## config.mk

```make
export PLATFORM = sky130hd
export DESIGN_NAME = pc_fetch_unit
export DESIGN_NICKNAME = d
export VERILOG_FILES = /design/src/rtl/pc_fetch_unit.sv
export SDC_FILE = /design/constraint.sdc
export NUM_CORES = 1
export LEC_CHECK = 0
export BUFFER_PORTS_ARGS = -buffer_cell sky130_fd_sc_hd__buf_2
export CELL_PAD_IN_SITES_DETAIL_PLACEMENT = 1
export CELL_PAD_IN_SITES_GLOBAL_PLACEMENT = 1
export CORE_ASPECT_RATIO = 0.75
export CORE_MARGIN = 4
export CORE_UTILIZATION = 36
export DETAILED_ROUTE_END_ITERATION = 12
export GPL_ROUTABILITY_DRIVEN = 0
export PLACE_DENSITY = 0.74
export SLEW_MARGIN = 20
export SYNTH_ARGS = -nofsm -noshare
export SYNTH_HDL_FRONTEND = slang
export SYNTH_SLANG_ARGS = --single-unit
```

## constraint.sdc

```tcl
create_clock -name i_clk -period 2.1 [get_ports i_clk]
set_input_delay 0.105 -clock i_clk [delete_from_list [all_inputs] [get_ports i_clk]]
set_output_delay 0.105 -clock i_clk [all_outputs]
set_load 0.02 [all_outputs]
```

## src/rtl/pc_fetch_unit.sv

```systemverilog
// pc_fetch_unit: program counter and instruction-fetch sequencer with a valid/ready output slot and one-entry skid buffer.
// Optional misaligned-target trap enabled by defining MISALIGN_TRAP_EN.
module pc_fetch_unit #(
    parameter logic [31:0] RESET_PC  = 32'h0000_0000,
    parameter logic [31:0] NOP_INSTR = 32'h0000_0013
) (
    input  logic        i_clk,
    input  logic        i_rst_n,
    input  logic [31:0] i_next_pc,
    input  logic        i_redirect,
    output logic [31:0] o_pc_plus4,
    output logic        o_imem_req,
    output logic [31:0] o_imem_addr,
    input  logic        i_imem_ack,
    input  logic [31:0] i_imem_rdata,
    output logic        o_if_valid,
    input  logic        i_if_ready,
    output logic [31:0] o_if_pc,
`ifdef MISALIGN_TRAP_EN
    output logic        o_fetch_misalign,
`endif
    output logic [31:0] o_if_instr
);
    typedef enum logic [1:0] {
        IDLE,
        REQ,
        WAIT_SLOT
`ifdef MISALIGN_TRAP_EN
        , FAULT
`endif
    } state_t;

    state_t      r_state, w_next;
    logic [31:0] r_addr, r_pc, r_instr, r_skid_pc, r_skid_instr, r_redir_pc;
    logic        r_valid, r_drop;
    logic [31:0] w_tgt;
    logic        w_consume, w_ack_ok;

`ifdef MISALIGN_TRAP_EN
    logic r_misalign;
    assign w_tgt            = i_next_pc;
    assign o_fetch_misalign = r_misalign;
`else
    assign w_tgt = i_next_pc & ~32'h3;
`endif

    assign o_pc_plus4  = r_addr + 32'd4;
    assign o_imem_req  = (r_state == REQ);
    assign o_imem_addr = r_addr;
    assign o_if_valid  = r_valid;
    assign o_if_pc     = r_pc;
    assign o_if_instr  = r_instr;
    assign w_consume   = r_valid & i_if_ready;
    assign w_ack_ok    = i_imem_ack & !i_redirect & !r_drop;

    always_comb begin
        w_next = r_state;
        case (r_state)
            IDLE:      w_next = REQ;
            REQ:       w_next = (w_ack_ok & r_valid & !i_if_ready) ? WAIT_SLOT : REQ;
            WAIT_SLOT: w_next = (i_redirect | i_if_ready) ? REQ : WAIT_SLOT;
`ifdef MISALIGN_TRAP_EN
            FAULT:     w_next = i_redirect ? REQ : FAULT;
`endif
            default:   w_next = IDLE;
        endcase
`ifdef MISALIGN_TRAP_EN
        if (i_redirect && (|i_next_pc[1:0]) && r_state != IDLE) w_next = FAULT;
`endif
    end

    always_ff @(posedge i_clk) begin
        if (!i_rst_n) r_state <= IDLE;
        else          r_state <= w_next;
    end

    always_ff @(posedge i_clk) begin
        if (!i_rst_n) begin
            r_addr       <= RESET_PC;
            r_pc         <= RESET_PC;
            r_instr      <= NOP_INSTR;
            r_valid      <= 1'b0;
            r_drop       <= 1'b0;
            r_redir_pc   <= RESET_PC;
            r_skid_pc    <= RESET_PC;
            r_skid_instr <= NOP_INSTR;
`ifdef MISALIGN_TRAP_EN
            r_misalign   <= 1'b0;
`endif
        end else begin
            // Drained or flushed slot falls back to NOP unless a branch below refills it.
            if (w_consume | i_redirect) begin
                r_valid <= 1'b0;
                r_instr <= NOP_INSTR;
            end
            case (r_state)
                IDLE: r_addr <= RESET_PC;
                REQ: begin
                    if (i_redirect) begin
                        if (i_imem_ack) begin
                            r_addr <= w_tgt;
                            r_drop <= 1'b0;
                        end else begin
                            r_redir_pc <= w_tgt;
                            r_drop     <= 1'b1;
                        end
                    end else if (i_imem_ack & r_drop) begin
                        r_addr <= r_redir_pc;
                        r_drop <= 1'b0;
                    end else if (i_imem_ack & (!r_valid | i_if_ready)) begin
                        r_valid <= 1'b1;
                        r_pc    <= r_addr;
                        r_instr <= i_imem_rdata;
                        r_addr  <= w_tgt;
                    end else if (i_imem_ack) begin
                        r_skid_pc    <= r_addr;
                        r_skid_instr <= i_imem_rdata;
                    end
                end
                WAIT_SLOT: begin
                    if (i_redirect) r_addr <= w_tgt;
                    else if (i_if_ready) begin
                        r_valid <= 1'b1;
                        r_pc    <= r_skid_pc;
                        r_instr <= r_skid_instr;
                        r_addr  <= r_skid_pc + 32'd4;
                    end
                end
`ifdef MISALIGN_TRAP_EN
                FAULT: if (i_redirect) r_addr <= w_tgt;
`endif
                default: r_addr <= RESET_PC;
            endcase
`ifdef MISALIGN_TRAP_EN
            r_misalign <= (w_next == FAULT);
            if (w_next == FAULT) r_drop <= 1'b0;
`endif
        end
    end
endmodule
```

Word level (Yosys, flattened, before mapping)
Index checks and enable logic that the tools add are counted. W data, S select, Z words.

Add/subtract/negate cells: 2. Equal/unequal tests: 10. Mux-type cells: 33. Bitwise gates (word level): 14. Reductions and logical operators: 12.

Operators with widths (count): $mux W32 (17); $pmux W32 S2 (3); $add A32 B3 Y32 const B (2); $mux W1 (9); $ne A2 B2 Y1 const B (4); $and A1 B1 Y1 (7); $pmux W2 S3 (1); $reduce_and A3 Y1 (2); $reduce_and A6 Y1 (1); $reduce_and A5 Y1 (1); $logic_not A1 Y1 (4); $mux W2 (2); $ne A4 B2 Y1 const B (1); $not A1 Y1 (4); $reduce_bool A2 Y1 (2); $ne A3 B2 Y1 const B (1); $ne A3 B3 Y1 const B (1); $or A1 B1 Y1 (3); $eq A2 B1 Y1 const B (1); $eq A2 B2 Y1 const B (1); $logic_not A2 Y1 (1); $ne A2 B1 Y1 const B (1); $pmux W1 S2 (1); $reduce_and A2 Y1 (1).

Register bits after elaboration: 194. Bits of input ports: 69. Word-level logic and storage cells: 80.

Depth between registers and ports, before layout
Gate-level depths: netlist (run 1).

Depth after elaboration: 7. Gate-level depth with buffers: 10. Mapped depth without buffers: 7.

Worst setup path before layout (run 1)
No wires, ideal clock.

Path kind: register to output. Start: register r_addr[9], in the netlist o_imem_addr[9]. End: output port o_pc_plus4[29]. Data arrival time: 2.148 ns. Required time: 1.995 ns. Slack: -0.153 ns. Stages on the path, launching flop included: 7. Path buffers: 1. Cells stage by stage: dfxtp_1 > clkbuf_1 > nand4_1 > nor4_2 > and4_1 > nand3_1 > xnor2_1.

Cells in the longest elaborated chain, start to end: 1.

Ends and longest elaborated chain: start, declared (RTL line 34) `logic [31:0] r_addr, r_pc, r_instr, r_skid_pc, r_skid_instr, r_redir_pc;`; start signal, assigned (RTL line 101) `r_addr <= w_tgt;`; start signal, assigned (RTL line 108) `r_addr <= r_redir_pc;`; start signal, assigned (RTL line 114) `r_addr <= w_tgt;`; $add A32 B3 Y32 (RTL line 47) `assign o_pc_plus4 = r_addr + 32'd4;`; end, declared (RTL line 11) `output logic [31:0] o_pc_plus4,`.

Every way passes these cells.

Final worst setup path (run 1)
Start: register r_addr[2], in the netlist o_imem_addr[2]. End: output port o_pc_plus4[29].

The elaborated chain is that of the path after synthesis.

==> impl_metrics.env, run 1 <==
export IMPL_dieHeight_um=148
export IMPL_seq_power_share_pct=46.4
export IMPL_clkSlewWorstSetupHoldPaths_ps=70
export IMPL_final_common_cell="nand2_1"
export IMPL_max_freq_mhz=406
export IMPL_setup_viol=17
export IMPL_switching_share_pct=28.3
export IMPL_required_ps=2000
export IMPL_holdCritPathClass="input port to flop"
export IMPL_vias_per_cell=5.55
export IMPL_maxSlewViolCount=0
export IMPL_fp_row_count=51
export IMPL_yosysUniqueCellTypes=69
export IMPL_drc_errors=0
export IMPL_critPathCaptureType="primary output"
export IMPL_max_cap_viol_count=0
export IMPL_min_period_ps=2460
export IMPL_synth_edf_count=0
export IMPL_p_sw_uw=2330
export IMPL_syn_inst=1170
export IMPL_port_buffers=196
export IMPL_die_area_sq_um=29000
export IMPL_ys_warn_count=0
export IMPL_place_area_sq_um=11400
export IMPL_synth_seq_area_share_pct=41.0
export IMPL_final_cell_mix="nand2_1 (242), dfxtp_1 (185), buf_2 (175)"
export IMPL_grt_pass1_vias=10500
export IMPL_chipWidth_um=195
export IMPL_drive_gt1_share_pct=29.7
export IMPL_cp_start_kind="flop"
export IMPL_cts_tree="yes"
export IMPL_cts_made_buffers=17
export IMPL_netlist_area_sq_um=9470
export IMPL_finalHoldViolations=0
export IMPL_violations="negative setup slack"
export IMPL_grt_max_degree=50
export IMPL_antenna_found_initial=2
export IMPL_crit_arrival_ps=2360
export IMPL_drtAntennaViolNets=0
export IMPL_post_route_period_util_pct=117
export IMPL_route_vias_total=10100
export IMPL_area_growth_pct=39.4
export IMPL_cts_sinks=194
export IMPL_p_comb_share_pct=13.7
export IMPL_clockPowerShare_pct=39.9
export IMPL_drtIter0Drc=626
export IMPL_fin_nets=1545
export IMPL_ys_ff_latch=194
export IMPL_worst_slack_ps=-362
export IMPL_avgSynthCellArea_sq_um=8.10
export IMPL_crit_type="flop to primary output"
export IMPL_clk_latency_ps=440
export IMPL_async_flop_share_pct=0
export IMPL_initial_core_util_pct=36.6
export IMPL_tightestPinTransition_ps=528
export IMPL_htreeDepth=4
export IMPL_dp_hpwl_mm=25.0
export IMPL_power_uw=8240
export IMPL_cellLeakagePower_uw=0.00537
export IMPL_cp_max_fo=4
export IMPL_max_slew_margin_pct=64.8
export IMPL_intPower_uw=5910
export IMPL_core_area_sq_um=25900
export IMPL_clockRootBuffer="clkbuf_16"
export IMPL_power_density_nw_per_um2=624
export IMPL_io_pins=199
export IMPL_wire_per_inst_um=20.9
export IMPL_synthesis_nets=1245
export IMPL_grt_pass1_wl_mm=58.9
export IMPL_clk_path_buf_depth=2
export IMPL_grt_ovfl_total=0
export IMPL_status="finished with violations"
export IMPL_clock_skew_ps=12.3
export IMPL_yosys_most_used_dff="dfxtp_1"
export IMPL_fillers=3103
export IMPL_rsz0062_at_grt="true"
export IMPL_grt_use_total_pct=25.1
export IMPL_dr_pass1_iters=7
export IMPL_setup_tns_ps=-3810
export IMPL_drt_wl_total_mm=38.1
export IMPL_peakVddDrop_mv=0.546
export IMPL_fin_area_sq_um=13200
[power groups by stage]
stage	logic [uW]	registers, uW	clock network (uW)
2_1_floorplan	443	3990	0
3_3_place_gp	930	3900	0
3_5_place_dp	950	3910	0
4_1_cts	1070	3820	3350
5_1_grt	1210	3840	3480
6_report	1130	3820	3290
[per-stage QoR]
step / setup slack, ps / hold slack (ps) / utilization (%) / instances
3_3_place_gp: -26.8 / 327 / 44.1 / 1710
2_1_floorplan: 9.60 / 229 / - / 1170
3_5_place_dp: -88.3 / 334 / 44.1 / 1710
6_report: -362 / 107 / 51.0 / 1828
4_1_cts: -383 / 77.1 / 50.0 / 1821
5_1_grt: -486 / 106 / 51.0 / 1828
[flip-flops by register name, indices dropped and copies added (netlist names)]
name          count
o_imem_addr      32
o_if_pc          32
r_redir_pc       30
o_if_instr       32
r_skid_instr     32
o_if_valid        1
r_state           2
r_skid_pc        32
r_drop            1
[cell usage after synthesis, types with 8 or more instances]
library cell,n,area [sq um]
nand3_1,30,150
a22o_1,37,324
a211oi_1,31,233
buf_2,14,70.1
xor2_1,16,140
nor2_1,84,315
mux2i_1,49,490
o21ai_0,34,170
nand4_1,13,81.3
nor3_1,22,110
nand2_1,250,938
and3_1,11,68.8
a22oi_1,40,300
a21oi_1,112,561
clkbuf_1,69,259
xnor2_1,33,289
buf_4,8,60.1
buf_1,8,30.0
inv_1,10,37.5
dfxtp_1,194,3880
[per-layer routing]
layer	track usage, %	vias to the layer above	wire length, um
met2	41.2	324	17700
met4	6.66	2	855
met3	4.28	64	2230
li1	-	4727	-
met1	34.6	5026	17400
met5	0	-	7
[area by class of cell]
type	count	area, sq um	share of cell area (%)
Multi-Input combinational cell	861	5470	41.4
Sequential cell	194	3900	29.5
Timing Repair Buffer	383	2780	21.0
Clock buffer	19	443	3.35
Tap cell	344	430	3.26
Clock inverter	13	126	0.957
Inverter	13	55.1	0.417
Antenna cell	1	2.50	0.0189
[path summary, 6_finish.rpt]
| kind | startpoint | to | slack, ps | cells past startpoint |
|---|---|---|---|---|
| hold reg to reg | r_skid_instr[6] | r_skid_instr[6] | 460 | 2 |
| setup / recovery | o_imem_addr[2] | o_pc_plus4[29] | -360 | 7 |
| setup reg to reg | r_state[0] | o_imem_addr[21] | 60 | 8 |
| hold / removal | i_rst_n | r_skid_instr[0] | 110 | 2 |
[critical path, stage by stage, from the launching register on]
cell and delay (ps):
dfxtp_4 340, nand4_1 170, nor4_4 490, buf_4 200
and4_4 290, nand3_4 90, xnor2_2 170, buf_4 160
[logic make-up after synthesis]
group / Yosys count / share of synthesized area [%]
xor+xnor: 49 / 4.53
mux: 51 / 5.42
fa+ha+maj: 6 / 0.793
flops: 194 / 41.0
compound gates: 301 / 21.5
simple gates: 454 / 21.5
buf+inv: 115 / 5.23
[timing repair]
| action | in CTS | in global routing |
|---|---|---|
| pin swaps | 16 | 10 |
| gates cloned | 0 | 2 |
| setup endpoints to repair | 26 | 155 |
| gates resized for setup | 58 | 49 |
| hold buffers | 62 | 0 |
| endpoints found under the hold margin | 67 | 0 |
| setup buffers | 18 | 9 |
(Power assumes the default switching activity.)
==> run 2, diff against run 1 <==
REMOVE_ABC_BUFFERS = 1   (was default)
==> impl_metrics.env, run 2 (same netlist as run 1, synthesis figures left out) <==
export IMPL_status="finished with violations"
export IMPL_violations="negative setup slack"
export IMPL_clkSlewWorstSetupHoldPaths_ps=70
export IMPL_cp_max_fo=6
export IMPL_critPathMostFrequentCell="buf_4"
export IMPL_drt_wl_total_mm=35.9
export IMPL_grt_pass1_wl_mm=55.5
export IMPL_fp_row_count=51
export IMPL_drc_errors=0
export IMPL_peakVddDrop_mv=0.546
export IMPL_clockRootBuffer="clkbuf_16"
export IMPL_clk_path_buf_depth=2
export IMPL_reg2reg_depth=6
export IMPL_maxSlewViolCount=0
export IMPL_cp_start_kind="flop"
export IMPL_wire_per_inst_um=19.6
export IMPL_setup_viol=21
export IMPL_min_period_ps=2300
export IMPL_worst_slack_ps=-204
export IMPL_r2r_end="o_imem_addr[22]"
export IMPL_antenna_found_initial=1
export IMPL_initial_core_util_pct=36.6
export IMPL_cellLeakagePower_uw=0.00533
export IMPL_max_freq_mhz=434
export IMPL_rrSetupSlack_ps=70
export IMPL_max_cap_viol_count=0
export IMPL_drtIter0Drc=630
export IMPL_power_density_nw_per_um2=617
export IMPL_die_area_sq_um=29000
export IMPL_finalHoldViolations=0
export IMPL_required_ps=2000
export IMPL_clock_skew_ps=9.35
export IMPL_crit_start="o_imem_addr[2]"
export IMPL_drive_gt1_share_pct=29.7
export IMPL_fin_area_sq_um=13200
export IMPL_post_route_period_util_pct=110
export IMPL_r2r_start="r_skid_pc[4]"
export IMPL_crit_arrival_ps=2200
export IMPL_final_common_cell="nand2_1"
export IMPL_grt_max_degree=61
export IMPL_clk_latency_ps=430
export IMPL_route_vias_total=9893
export IMPL_slowest_stage="dfxtp_4"
export IMPL_final_cell_mix="nand2_1 (242), dfxtp_1 (182), buf_2 (172)"
export IMPL_max_slew_margin_pct=61.8
export IMPL_vias_per_cell=5.40
export IMPL_dp_hpwl_mm=24.8
export IMPL_tightestPinTransition_ps=573
export IMPL_setup_tns_ps=-2460
export IMPL_cts_made_buffers=17
export IMPL_holdCritPathClass="input port to flop"
export IMPL_fin_nets=1549
export IMPL_crit_path_end="o_pc_plus4[30]"
export IMPL_cts_tree="yes"
export IMPL_max_stage_delay_ps=400
export IMPL_rsz0062_at_grt="true"
export IMPL_grt_ovfl_total=0
export IMPL_dr_pass1_iters=5
export IMPL_crit_chain="ha_4, nand3_4, nor4_4, buf_4, and4_4, nand2_2, xnor2_1, buf_4"
export IMPL_cts_sinks=194
export IMPL_place_area_sq_um=11500
export IMPL_critPathCaptureType="primary output"
export IMPL_crit_type="flop to primary output"
export IMPL_grt_pass1_vias=9971
export IMPL_area_growth_pct=39.1
export IMPL_dieHeight_um=148
export IMPL_num_antenna_cells=0
export IMPL_io_pins=199
export IMPL_chipWidth_um=195
export IMPL_grt_use_total_pct=23.7
export IMPL_drtAntennaViolNets=0
export IMPL_core_area_sq_um=25900
export IMPL_htreeDepth=4
export IMPL_port_buffers=196
## run 2: cell types whose count changed in the layout (fill, tap and decap cells not counted), sizes merged
| cell | delta |
|---|---|
| buf | +5 |
| clkinv | +4 |
| clkinvlp | -1 |
| inv | -4 |
| diode | -1 |
## run 2: stage by stage
stage	setup slack (ps)	util [%]	power (uW)	hold WS, ps	instances
after floorplan	-2270	-	4380	177	1068
after CTS	-169	49.7	8160	34.5	1824
after detailed placement	0.397	44.4	4870	339	1724
after global routing	-272	50.9	8440	58.7	1831
final	-204	50.9	8130	66.5	1831
after global placement	53.4	44.4	4850	329	1724
## run 2: power by group
group / switching [uW] / internal [uW] / total, uW
registers: 59.2 / 3770 / 3820
clock network: 1490 / 1700 / 3190
logic: 652 / 460 / 1110
## run 2: worst min-delay path by stage
stage,from,end,cells after the start
2_1_floorplan,i_rst_n,r_skid_instr[0],1
3_3_place_gp,i_imem_rdata[0],r_skid_instr[0],3
3_5_place_dp,i_imem_rdata[0],r_skid_instr[0],3
4_1_cts,i_rst_n,r_drop,3
5_1_grt,i_rst_n,r_drop,3
6_report,i_rst_n,r_drop,3
## run 2: layout make-up
cell class              instances  area, sq um
repair buffers                387         2840
well taps                     344          430
flip-flops and latches        194         3900
fillers                      3126        12700
clock buffers                  20          457
inverters                      13         55.1
multi-input cells             861         5390
clock inverters                12          109
## run 2: worst max-delay path: cells and delay by family (launching register included)
family                     cells  cell delay, ps
and+or+nand+nor                4             680
buffers and inverters          2             360
DFF                            1             400
adders and majority gates      1             160
xor gates and xnor gates       1             170
## run 2: metal layers
layer / GRT usage (%) / wire (um) / vias up
li1: - / - / 4734
met1: 33.4 / 17200 / 4890
met2: 38.5 / 16700 / 240
met3: 4.73 / 1590 / 27
met4: 4.05 / 368 / 2
met5: 0 / 13 / -
## run 2: what timing repair did
| item | in CTS | in global routing |
|---|---|---|
| gates resized for setup | 46 | 60 |
| setup buffers | 6 | 8 |
| hold endpoints to repair | 66 | 0 |
| hold buffers | 62 | 0 |
| cloned | 0 | 1 |
| pin swaps | 17 | 21 |
| endpoints found under the setup margin | 25 | 169 |
